--- src/rtl/parity_pkg.sv ---
// ---------------------------------------------------------------------------
// parity_pkg
// Shared definitions for the 16-bit parity generator, its downstream frame
// transmitter and their benches.
//   PAR_DATA_W         : data word width shared by generator and consumer
//   PAR_EVEN / PAR_ODD : parity-sense selectors
//   tx_state_t         : frame transmitter FSM states
// ---------------------------------------------------------------------------
package parity_pkg;

    localparam int PAR_DATA_W = 16;

    localparam bit PAR_EVEN = 1'b0;
    localparam bit PAR_ODD  = 1'b1;

    typedef enum logic [2:0] {
        IDLE,
        START,
        DATA,
        PARITY,
        STOP
    } tx_state_t;

endpackage

--- src/rtl/bit_tick_gen.sv ---
// ---------------------------------------------------------------------------
// bit_tick_gen
// Serial bit-period divider. Counts 0..CLKS_PER_BIT-1 while enabled and
// flags the terminal count with tick. The count is held at zero whenever
// enable is low, so the first period after enabling is always full length.
// Ports:
//   clk    : system clock, rising edge
//   rst    : synchronous reset, active high
//   enable : run the divider (low clears it)
//   tick   : high in the last cycle of each bit period
// ---------------------------------------------------------------------------
module bit_tick_gen
    import parity_pkg::*;
#(
    parameter int CLKS_PER_BIT = 4
) (
    input  logic clk,
    input  logic rst,
    input  logic enable,
    output logic tick
);

    localparam int DIV_W = (CLKS_PER_BIT > 1) ? $clog2(CLKS_PER_BIT) : 1;
    localparam logic [DIV_W-1:0] DIV_LAST = DIV_W'(CLKS_PER_BIT - 1);

    logic [DIV_W-1:0] div_reg;

    // Combinational from the registered count only; no input-to-output path
    // other than the enable gate.
    assign tick = enable && (div_reg == DIV_LAST);

    always_ff @(posedge clk) begin
        if (rst || !enable) begin
            div_reg <= '0;
        end else if (tick) begin
            div_reg <= '0;
        end else begin
            div_reg <= div_reg + DIV_W'(1);
        end
    end

endmodule

--- src/rtl/parity_frame_tx.sv ---
// ---------------------------------------------------------------------------
// parity_frame_tx
// Accepts a data word plus its generated parity bit over a valid/ready
// handshake and sends them as a UART-style frame: start(0), data LSB first,
// parity (as supplied), stop(1). The supplied parity is re-checked against
// the data and a mismatch is flagged one cycle after accept.
// Ports:
//   clk        : system clock, rising edge
//   rst        : synchronous reset, active high
//   data_in    : word to send, sampled on accept
//   par_in     : parity bit from the generator, sampled on accept
//   in_valid   : upstream word valid
//   in_ready   : high exactly while idle
//   tx_out     : registered serial line, idles high
//   tx_busy    : high while a frame is in progress
//   frame_done : one-cycle pulse in the last cycle of the stop bit
//   par_err    : one-cycle pulse after accept when par_in is wrong
// ---------------------------------------------------------------------------
module parity_frame_tx
    import parity_pkg::*;
#(
    parameter int DATA_W       = PAR_DATA_W,
    parameter int CLKS_PER_BIT = 4,
    parameter bit PARITY_ODD   = PAR_EVEN
) (
    input  logic              clk,
    input  logic              rst,
    input  logic [DATA_W-1:0] data_in,
    input  logic              par_in,
    input  logic              in_valid,
    output logic              in_ready,
    output logic              tx_out,
    output logic              tx_busy,
    output logic              frame_done,
    output logic              par_err
);

    localparam int CNT_W = (DATA_W > 1) ? $clog2(DATA_W) : 1;
    localparam logic [CNT_W-1:0] CNT_LAST = CNT_W'(DATA_W - 1);

    tx_state_t         state_reg;
    logic [DATA_W-1:0] shift_reg;
    logic              par_reg;
    logic [CNT_W-1:0]  bit_cnt_reg;
    logic              tx_reg;
    logic              par_err_reg;
    logic              tick;
    logic              expected_par;

    // Divider runs only while a frame is in progress, so it restarts from 0
    // on the edge that enters START.
    bit_tick_gen #(
        .CLKS_PER_BIT(CLKS_PER_BIT)
    ) u_tick (
        .clk   (clk),
        .rst   (rst),
        .enable(state_reg != IDLE),
        .tick  (tick)
    );

    assign expected_par = (^data_in) ^ PARITY_ODD;

    // Handshake and status derive from the registered state only, keeping
    // in_valid out of any combinational path to in_ready.
    assign in_ready   = (state_reg == IDLE);
    assign tx_busy    = (state_reg != IDLE);
    assign frame_done = (state_reg == STOP) && tick;
    assign tx_out     = tx_reg;
    assign par_err    = par_err_reg;

    always_ff @(posedge clk) begin
        if (rst) begin
            state_reg   <= IDLE;
            shift_reg   <= '0;
            par_reg     <= 1'b0;
            bit_cnt_reg <= '0;
            tx_reg      <= 1'b1;
            par_err_reg <= 1'b0;
        end else begin
            par_err_reg <= 1'b0;
            case (state_reg)
                IDLE: begin
                    tx_reg <= 1'b1;
                    if (in_valid) begin
                        shift_reg   <= data_in;
                        par_reg     <= par_in;
                        par_err_reg <= (expected_par != par_in);
                        bit_cnt_reg <= '0;
                        tx_reg      <= 1'b0;
                        state_reg   <= START;
                    end
                end
                START: begin
                    if (tick) begin
                        bit_cnt_reg <= '0;
                        tx_reg      <= shift_reg[0];
                        state_reg   <= DATA;
                    end
                end
                DATA: begin
                    if (tick) begin
                        if (bit_cnt_reg == CNT_LAST) begin
                            tx_reg    <= par_reg;
                            state_reg <= PARITY;
                        end else begin
                            // Next bit is presented on the same edge it is
                            // shifted into position 0.
                            shift_reg   <= shift_reg >> 1;
                            bit_cnt_reg <= bit_cnt_reg + CNT_W'(1);
                            tx_reg      <= shift_reg[1];
                        end
                    end
                end
                PARITY: begin
                    if (tick) begin
                        tx_reg    <= 1'b1;
                        state_reg <= STOP;
                    end
                end
                STOP: begin
                    if (tick) begin
                        tx_reg    <= 1'b1;
                        state_reg <= IDLE;
                    end
                end
                default: begin
                    tx_reg    <= 1'b1;
                    state_reg <= IDLE;
                end
            endcase
        end
    end

endmodule

--- config.mk ---
export PLATFORM = sky130hd
export DESIGN_NAME = parity_frame_tx
export DESIGN_NICKNAME = d
export VERILOG_FILES = /design/src/rtl/parity_pkg.sv /design/src/rtl/bit_tick_gen.sv /design/src/rtl/parity_frame_tx.sv
export SDC_FILE = /design/constraint.sdc
export NUM_CORES = 1
export LEC_CHECK = 0
export ABC_AREA = 1
export CORE_MARGIN = 2
export CORE_UTILIZATION = 45
export DETAILED_ROUTE_END_ITERATION = 10
export GPL_TIMING_DRIVEN = 0
export HOLD_SLACK_MARGIN = 0.03
export MAX_ROUTING_LAYER = met4
export PLACE_DENSITY = 0.66
export SYNTH_ARGS = -nofsm -noshare
export SYNTH_HDL_FRONTEND = slang
export SYNTH_SLANG_ARGS = --single-unit
export TNS_END_PERCENT = 20
--- constraint.sdc ---
create_clock -name clk -period 1.9 [get_ports clk]
set_clock_uncertainty 0.1 [all_clocks]
set_input_delay 0.285 -clock clk [delete_from_list [all_inputs] [get_ports clk]]
set_output_delay 0.285 -clock clk [all_outputs]
set_load 0.01 [all_outputs]
==> results.py <==
metrics = {
    "status": {
        "status": "completed",
    },
    "logic_synthesis": {
        "synth-seq-cells": 28,
        "synth_top_area_cell": "dfxtp_1",
        "yosysMostFrequentCell": "nand2_1",
        "yosys-top-cells-count": "nand2_1 (69), o21ai_0 (37), inv_1 (33)",
        "synth.net_count": 277,
        "synth_enable_flop_cells": 0,
        "ys_seq_area_share_pct": 33.7,
        "yosysUniqueCellTypes": 24,
        "synthArstFlopShare_pct": 0,
        "synth_top_area_share_pct": 33.7,
        "synthTopCellsByArea": "dfxtp_1 (34%), nand2_1 (16%), o21ai_0 (11%)",
        "mappedNetlistArea_mm2": 0.00166,
        "postSynthAreaPerCell_um2": 6.53,
        "synthCells": 255,
        "yosysWarningCount": 0,
        "synthFlopType": "dfxtp_1",
    },
    "hold_path": {
        "worstHoldStart": "u_tick.div_reg[0]$_SDFF_PP0_",
        "hold_path_class": "reg -> reg",
        "min_to": "u_tick.div_reg[0]$_SDFF_PP0_",
        "min_path_cells": 1,
    },
    "global_route": {
        "antenna_found_initial": 0,
        "grt_max_degree": 15,
        "track_usage_pct": 18.8,
        "grt_pass1_vias": 1373,
        "grt-ovfl-total": 0,
        "grt_first_pass_wirelength_mm": 6.03,
    },
    "cts": {
        "htree_levels": 1,
        "clock_latency_ns": 0.27,
        "clk_path_buf_depth": 2,
        "clkSinkCount": 28,
        "cts_tree": "yes",
        "cts-root-buf": "clkbuf_8",
        "hold_buffers": 0,
        "clk_pin_slew_ns": 0.09,
        "numCtsBuffers": 3,
    },
    "cells_and_area": {
        "areaGrowthSynthToFinish_pct": 21.4,
        "finalNonFillerCells": 331,
        "largest_register_ffs": 16,
        "drive_above_1_share_pct": 8.48,
        "nets": 307,
        "diodes": 0,
    },
    "pwr": {
        "sw_frac_of_total_pct": 46.4,
        "p_leak_uw": 0.000943,
        "switchingPower_uw": 1460,
        "p_comb_share_pct": 59.4,
        "p_int_uw": 1690,
        "power.density_mw_per_mm2": 1560,
        "clkPwrFrac_pct": 10.3,
        "peakVddDrop_v": 0.000461,
        "power_uw": 3160,
        "power_frac_seq_pct": 30.3,
    },
    "route": {
        "vias": 1593,
        "drt_iter0_markers": 87,
        "drc": 0,
        "vias_per_cell": 4.81,
        "avgRoutedWirePerCell_um": 10.9,
        "wl_mm": 3.60,
        "dr.pass1.iters": 4,
        "final_antenna_net_count": 0,
    },
    "timing": {
        "grt_setup_unrepaired": "false",
        "drv_slew": 0,
        "tightest_slew_ns": 0.425,
        "fin_crit_ns": 1.75,
        "fin_ws_ns": 0.149,
        "fmax_ghz": 0.571,
        "hold_viol": 0,
        "relSlewSlack_pct": 71.7,
        "setup_viol": 0,
        "period_share_pct": 92.2,
    },
    "worst_setup_path": {
        "rrSetupSlack_ns": 0.15,
        "end_kind": "flip-flop",
        "path_class": "reg -> reg",
        "r2r_end": "shift_reg[10]$_SDFFE_PP0P_",
        "crit_path_max_fanout": 10,
        "worstPathArrival_ns": 1.86,
        "r2r_start": "state_reg[2]$_SDFFE_PP0P_",
        "required_ns": 2.01,
        "reg2reg_depth": 11,
        "start_kind": "flip-flop",
    },
    "floorplan": {
        "die_y_um": 64.8,
        "initial_core_util_pct": 46.1,
        "core_mm2": 0.00361,
        "fp.dieW_um": 64.8,
        "io_pins": 25,
        "die_area_mm2": 0.00420,
        "rows": 22,
    },
    "placement": {
        "routabilityCongestion": 0.817,
        "place_hpwl_mm": 2.70,
        "numPlacedInstances": 327,
        "port_buffers": 24,
        "dpl_worst_slack_ns": 0.0618,
    },
    "job": {
        "cap_viol_max_count": 0,
    },
}
## layout by cell type, fill, tap and decap left out
master           synthesis  routed
dlygate4sd2_1            0       2
nor2_4                   1       1
a21oi_1                 23      23
o211ai_1                 1       1
nor2_2                   0       1
ha_1                     2       2
clkdlybuf4s50_1          0      21
clkbuf_8                 0       3
nand2_2                  4       4
nand3_4                  1       1
nand4_1                  3       3
nand3_1                 12      12
nor2_1                  12      11
xnor2_1                  4       4
buf_6                    2       2
dfxtp_1                 28      26
inv_2                    4       3
buf_4                    1       2
nor3_1                   3       3
buf_2                    1       1
nand2_1                 69      69
clkinv_4                 1       1
dlymetal6s2s_1           0       1
a21oi_4                  1       1
inv_1                   33      33
xor2_1                   7       7
o21ai_0                 37      37
clkbuf_1                 4       4
a21oi_2                  1       1
inv_4                    0       1
dfxtp_2                  0       2
## worst max-delay path by stage
stage / from / endpoint / slack [ns]
floorplan: state_reg[2]$_SDFFE_PP0P_ / shift_reg[11]$_SDFFE_PP0P_ / 0.38
global route: state_reg[2]$_SDFFE_PP0P_ / shift_reg[10]$_SDFFE_PP0P_ / 0.01
detailed placement: in_valid / bit_cnt_reg[0]$_SDFFE_PP0P_ / 0.06
CTS: state_reg[2]$_SDFFE_PP0P_ / tx_busy / -0.04
finish: state_reg[2]$_SDFFE_PP0P_ / shift_reg[10]$_SDFFE_PP0P_ / 0.15
global placement: in_valid / bit_cnt_reg[0]$_SDFFE_PP0P_ / 0.07
## routing by layer
metal	share of wire [%]	GRT usage (%)	vias up	wire length (µm)
met3	2.0	3.13	4	73
li1	-	-	875	-
met2	42	29.3	20	1520
met1	54	25.1	694	1950
met4	1.4	5.59	0	51
met5	0	-	-	0
## cell type report
class                      count  area [µm²]
clock buffer                   3        41.3
timing repair buffer          25         248
sequential                    28         563
multi-input combinational    181         908
fill                         380        1590
tap                           48        60.1
buffer                         8        50.0
inverter                      38         150
## through the flow
step / hold WS (ns) / instance area [µm²] / setup TNS, ns / util, %
floorplan: 0.254 / 1660 / 0 / -
global placement: 0.317 / 1960 / 0 / 54.5
detailed placement: 0.323 / 1960 / 0 / 54.5
CTS: 0.336 / 2010 / -0.0445 / 55.6
global route: 0.352 / 2020 / 0 / 56.0
finish: 0.327 / 2020 / 0 / 56.0
## power groups by stage
stage | Sequential (µW) | Combinational, µW | Clock (µW)
4_1_cts | 950 | 1850 | 332
3_3_place_gp | 960 | 1830 | 0
3_5_place_dp | 962 | 1850 | 0
6_report | 956 | 1870 | 325
2_1_floorplan | 945 | 1370 | 0
5_1_grt | 982 | 2140 | 355
## cell families after synthesis
family,after synthesis,synth area share (%)
adder cells (fa/ha/maj),2,1.50
AND/OR/NAND/NOR,105,27.1
buffers and inverters,46,11.9
flip-flops,28,33.7
XOR/XNOR,11,5.79
AO/OA/AOI/OAI,63,20.0
## critical path: stages, from the launching register on
cell,delay [ns]
dfxtp_2,0.34
inv_2,0.12
nand2_2,0.09
nor2_4,0.17
buf_4,0.14
nand2_2,0.06
nand2_2,0.10
a21oi_4,0.05
inv_2,0.06
buf_2,0.21
o21ai_0,0.11
a21oi_1,0.14
## repair_timing
| item | CTS | global route |
|---|---|---|
| setup buffers | 0 | 1 |
| gates resized for setup | 3 | 4 |
| endpoints found under the setup margin | 3 | 2 |
| pin swaps | 0 | 1 |
Power figures use the tool's default switching activity.
==> patch 1, RTL diff (same flow settings) <==
`CLKS_PER_BIT` is set to 4 in 2 places; all go to 8.
--- a/src/rtl/bit_tick_gen.sv
+++ b/src/rtl/bit_tick_gen.sv
@@ -14,3 +14,3 @@
 #(
-    parameter int CLKS_PER_BIT = 4
+    parameter int CLKS_PER_BIT = 8
 ) (
--- a/src/rtl/parity_frame_tx.sv
+++ b/src/rtl/parity_frame_tx.sv
@@ -22,3 +22,3 @@
     parameter int DATA_W       = PAR_DATA_W,
-    parameter int CLKS_PER_BIT = 4,
+    parameter int CLKS_PER_BIT = 8,
     parameter bit PARITY_ODD   = PAR_EVEN
Formal check against the unedited RTL: not equivalent (a bounded check fails within 10 cycles, from zero or initial values and one cycle with rst high).
==> patch 1 against the unedited design <==
- count of clock-buffer cells in the layout grew 4
- final area rose by 12%
- total power is 5.0% lower
- routed wire length grew 6.7%
- maximum frequency is 4.6% lower
- area after synthesis is 13% higher
- setup slack lost 0.084 ns
- sequential cell count increased by 1
- die area rose by 12%
- synthesized cell count rose by 8.2%
- critical path depth is 6 lower
==> patch 1: results (changes against the unedited design) <==
.. list-table::
   :header-rows: 1

   * - Metric
     - Value
   * - Synth Area in XOR/XNOR
     - 1.867% (was 5.789%)
   * - Proportion of cell area occupied by multi-input gates
     - 47.27% (was 44.95%)
   * - First-pass GRT wire length
     - 6.506 mm (was 6.030 mm)
   * - Vias per cell
     - 4.821 (was 4.813)
   * - Starting DRC count in detailed routing
     - 63 (was 87)
   * - Syn_nets
     - 299 (was 277)
   * - Setup WS pre-CTS
     - 0.05456 ns (was 0.06177 ns)
   * - Clock-pin slew of the registers on the worst-case setup and hold paths
     - 0.06 ns (was 0.09 ns)
   * - CTS resizes
     - 2 (was 3)
   * - Total number of H-tree levels
     - 2 (was 1)
   * - Slew at the pin closest to its max-slew limit
     - 0.3743 ns (was 0.4247 ns)
   * - Fraction of layout cells with a size suffix above 1
     - 18.24% (was 8.481%)
   * - Leakage
     - 1.095 nW (was 0.9429 nW)
   * - Crit Path Max Fanout
     - 4 (was 10)
   * - Met3 WL post-DR
     - 152 um (was 73 um)
   * - Leading post-synthesis cells by cell area
     - sky130_fd_sc_hd__dfxtp_1 31%, sky130_fd_sc_hd__nand2_1 18%, sky130_fd_sc_hd__inv_1 7.4% (was sky130_fd_sc_hd__dfxtp_1 34%, sky130_fd_sc_hd__nand2_1 16%, sky130_fd_sc_hd__o21ai_0 11%)
   * - Non-Clock Buffer Area Fraction
     - 13.28% (was 14.74%)
   * - Placer Congestion
     - 0.7903 (was 0.8172)
   * - Clock buf count
     - 7 (was 3)
   * - Filler Cells Inserted
     - 408 (was 380)
   * - Amount of wire on met2 after detailed routing
     - 1.790 mm (was 1.522 mm)
   * - Worst reg2reg setup slack
     - 0.20 ns (was 0.15 ns)
   * - Placed wire-length estimate
     - 2.977 mm (was 2.697 mm)
   * - Depth of the most critical reg-to-reg path
     - 8 (was 11)
   * - Number of logic inverters in the finished layout
     - 43 (was 38)
   * - Number of non-clock buffers in the layout
     - 31 (was 33)
   * - Sink count of the clock tree
     - 29 (was 28)
   * - Worst VDD drop
     - 0.5763 mV (was 0.4611 mV)
   * - Commonest cells in the synthesized netlist
     - 88 x sky130_fd_sc_hd__nand2_1, 37 x sky130_fd_sc_hd__inv_1, 29 x sky130_fd_sc_hd__dfxtp_1 (was 69 x sky130_fd_sc_hd__nand2_1, 37 x sky130_fd_sc_hd__o21ai_0, 33 x sky130_fd_sc_hd__inv_1)
   * - Wl on met1
     - 1.858 mm (was 1.947 mm)
   * - Start of the worst register-to-register path
     - bit_cnt_reg[0] (was state_reg[2])
   * - Share of final layout cell area taken by clock buffers and inverters
     - 3.802% (was 2.043%)
   * - Fraction of the mapped netlist area in adder cells
     - 2.000% (was 1.504%)
   * - Run status
     - complete, no violations (unchanged)
patch 1: worst max-delay path by stage:
| stage | slack [ns] | start | cells after the start | end |
|---|---|---|---|---|
| final | 0.06 | u_tick.div_reg[0] | 5 | frame_done |
| after floorplan | 0.39 | bit_cnt_reg[0] | 8 | shift_reg[12] |
| after global placement | 0.06 | u_tick.div_reg[0] | 5 | frame_done |
| after detailed placement | 0.05 | u_tick.div_reg[0] | 5 | frame_done |
| after global routing | -0.04 | u_tick.div_reg[0] | 5 | frame_done |
| after CTS | 0.02 | state_reg[0] | 3 | tx_busy |
patch 1: layer usage:
layer	global-route usage, %	vias to the layer above
met5	-	-
met3	4.870	4
met4	6.000	0
li1	-	935
met2	30.89	25
met1	23.46	757
patch 1: worst register-to-register path: stages (launching register included):
cell and delay [ns]:
sky130_fd_sc_hd__dfxtp_1 0.38, sky130_fd_sc_hd__ha_1 0.21, sky130_fd_sc_hd__nand3_2 0.17, sky130_fd_sc_hd__nand4_1 0.21, sky130_fd_sc_hd__nand2_4 0.10, sky130_fd_sc_hd__inv_4 0.11
sky130_fd_sc_hd__buf_6 0.18, sky130_fd_sc_hd__o21ai_2 0.07, sky130_fd_sc_hd__a21oi_2 0.11
patch 1: per-stage QoR:
step | std cells | utilization, % | instance area [um^2]
2_1_floorplan | 276 | - | 1877
3_3_place_gp | 350 | 54.49 | 2180
3_5_place_dp | 350 | 54.49 | 2180
4_1_cts | 357 | 56.65 | 2266
5_1_grt | 357 | 56.77 | 2271
6_report | 357 | 56.77 | 2271
patch 1: power by group:
group / total [mW] / internal [mW] / switching, mW
sequential: 0.892 / 0.785 / 0.107
clock: 0.512 / 0.287 / 0.225
combinational: 1.59 / 0.619 / 0.975
total: 3.00 / 1.69 / 1.31
==> patch 2, RTL diff (same settings) <==
Made on the original files. Encoding of `tx_state_t`: now one-hot (5 bits for 5 states).
--- a/src/rtl/parity_pkg.sv
+++ b/src/rtl/parity_pkg.sv
@@ -15,8 +15,8 @@
 
-    typedef enum logic [2:0] {
-        IDLE,
-        START,
-        DATA,
-        PARITY,
-        STOP
+    typedef enum logic [4:0] {
+        IDLE   = 5'b00001,
+        START  = 5'b00010,
+        DATA   = 5'b00100,
+        PARITY = 5'b01000,
+        STOP   = 5'b10000
     } tx_state_t;
Function: no difference found for any inputs over 10 cycles, from zero or initial values and one cycle with rst high; not proved beyond that.
==> patch 2 against the unedited design <==
- sequential cell count is 2 higher
- routed wire length increased by 10%
- setup slack worse by 0.068 ns
- area after synthesis up 12%
- worst hold slack got worse by 0.0014 ns
- clock power up 67%
- final area is 13% higher
- total power increased by 1.3%
- highest routed layer unchanged
==> patch 2: results (changes against the unedited design) <==
.. list-table::
   :header-rows: 1

   * - Metric
     - Value
   * - Proportion of cell area occupied by registers
     - 26.74% (was 27.86%)
   * - NetSw
     - 1.387 mW (was 1.463 mW)
   * - Fraction of layout cells with a size suffix above 1
     - 11.46% (was 8.481%)
   * - Setup WS pre-CTS
     - 0.05267 ns (was 0.06177 ns)
   * - Worst reg2reg setup slack
     - 0.27 ns (was 0.15 ns)
   * - Run status
     - complete, no violations (unchanged)
   * - Worst setup endpoint
     - frame_done (was shift_reg[10])
   * - Number of non-clock buffers in the layout
     - 31 (was 33)
   * - Crit Path Max Fanout
     - 8 (was 10)
   * - Power of the sequential group
     - 0.994 mW (was 0.956 mW)
   * - Met3 usage in global routing
     - 5.592% (was 3.125%)
   * - Worst path setup slack after routing
     - 0.08110 ns (was 0.1489 ns)
   * - Worst VDD drop
     - 0.4793 mV (was 0.4611 mV)
   * - Number of placed cells counting well taps
     - 356 (was 327)
   * - Placed wire-length estimate
     - 3.071 mm (was 2.697 mm)
   * - Total Die Area
     - 4671 um^2 (was 4200 um^2)
   * - Critical path's slowest cell
     - sky130_fd_sc_hd__dfxtp_4 (was sky130_fd_sc_hd__dfxtp_2)
   * - Internal Power
     - 1.809 mW (was 1.693 mW)
   * - Synth Area in XOR/XNOR
     - 5.641% (was 5.789%)
   * - Leakage
     - 1.060 nW (was 0.9429 nW)
   * - Clock group total power
     - 0.542 mW (was 0.325 mW)
   * - Total clock buffers created by CTS
     - 5 (was 3)
   * - Post-Synthesis Cells
     - 282 (was 255)
   * - Via count of the first global-routing pass
     - 1624 (was 1373)
   * - Final routed wirelength across all metal layers
     - 3.954 mm (was 3.595 mm)
   * - Fin cells
     - 364 (was 331)
   * - Number of multi-input logic gates
     - 215 (was 181)
   * - FFs & Latches
     - 30 (was 28)
   * - Share of final layout cell area taken by clock buffers and inverters
     - 4.009% (was 2.043%)
==> patch 2: cell types whose count changed in the layout (fill, tap and decap cells not counted), moves of 3 or more <==
| cell | change |
|---|---|
| sky130_fd_sc_hd__nand2_1 | +13 |
| sky130_fd_sc_hd__inv_1 | -6 |
| sky130_fd_sc_hd__nand3_1 | +4 |
| sky130_fd_sc_hd__clkbuf_8 | +3 |
| sky130_fd_sc_hd__o21ai_1 | +9 |
| sky130_fd_sc_hd__a21oi_1 | -8 |
| sky130_fd_sc_hd__o21ai_0 | -14 |
| sky130_fd_sc_hd__nor3_1 | -3 |
| sky130_fd_sc_hd__nor2_4 | +3 |
| sky130_fd_sc_hd__nor2_1 | +19 |
| sky130_fd_sc_hd__nand4_1 | +4 |
==> patch 2: repair_timing <==
| action | 4_1_cts | 5_1_grt |
|---|---|---|
| resized for setup | 7 | 3 |
| endpoints found under the hold margin | 0 | 0 |
| endpoints found under the setup margin | 3 | 3 |
| gates cloned | 0 | 0 |
| pin swaps | 1 | 0 |
==> patch 2: kinds of logic (layout without fill, tap and decap cells) <==
logic type,after synthesis,count (layout)
XOR/XNOR,12,12
AND/OR/NAND/NOR,153,153
flip-flops,30,30
adder cells (fa/ha/maj),2,2
AO/OA/AOI/OAI,48,48
buffers and inverters,37,69
==> patch 2: how the worst min path moves through the flow <==
stage,to,slack [ns],cells after the start
after floorplan,shift_reg[15],0.25,1
after global placement,u_tick.div_reg[0],0.31,1
after detailed placement,u_tick.div_reg[0],0.32,1
after CTS,u_tick.div_reg[0],0.33,1
after global routing,u_tick.div_reg[0],0.35,1
final,u_tick.div_reg[0],0.33,1
==> patch 2: per-layer routing <==
layer	routed length [um]	up-vias
li1	-	971
met1	2010	769
met2	1677	38
met3	176	6
met4	89	0
met5	0	-
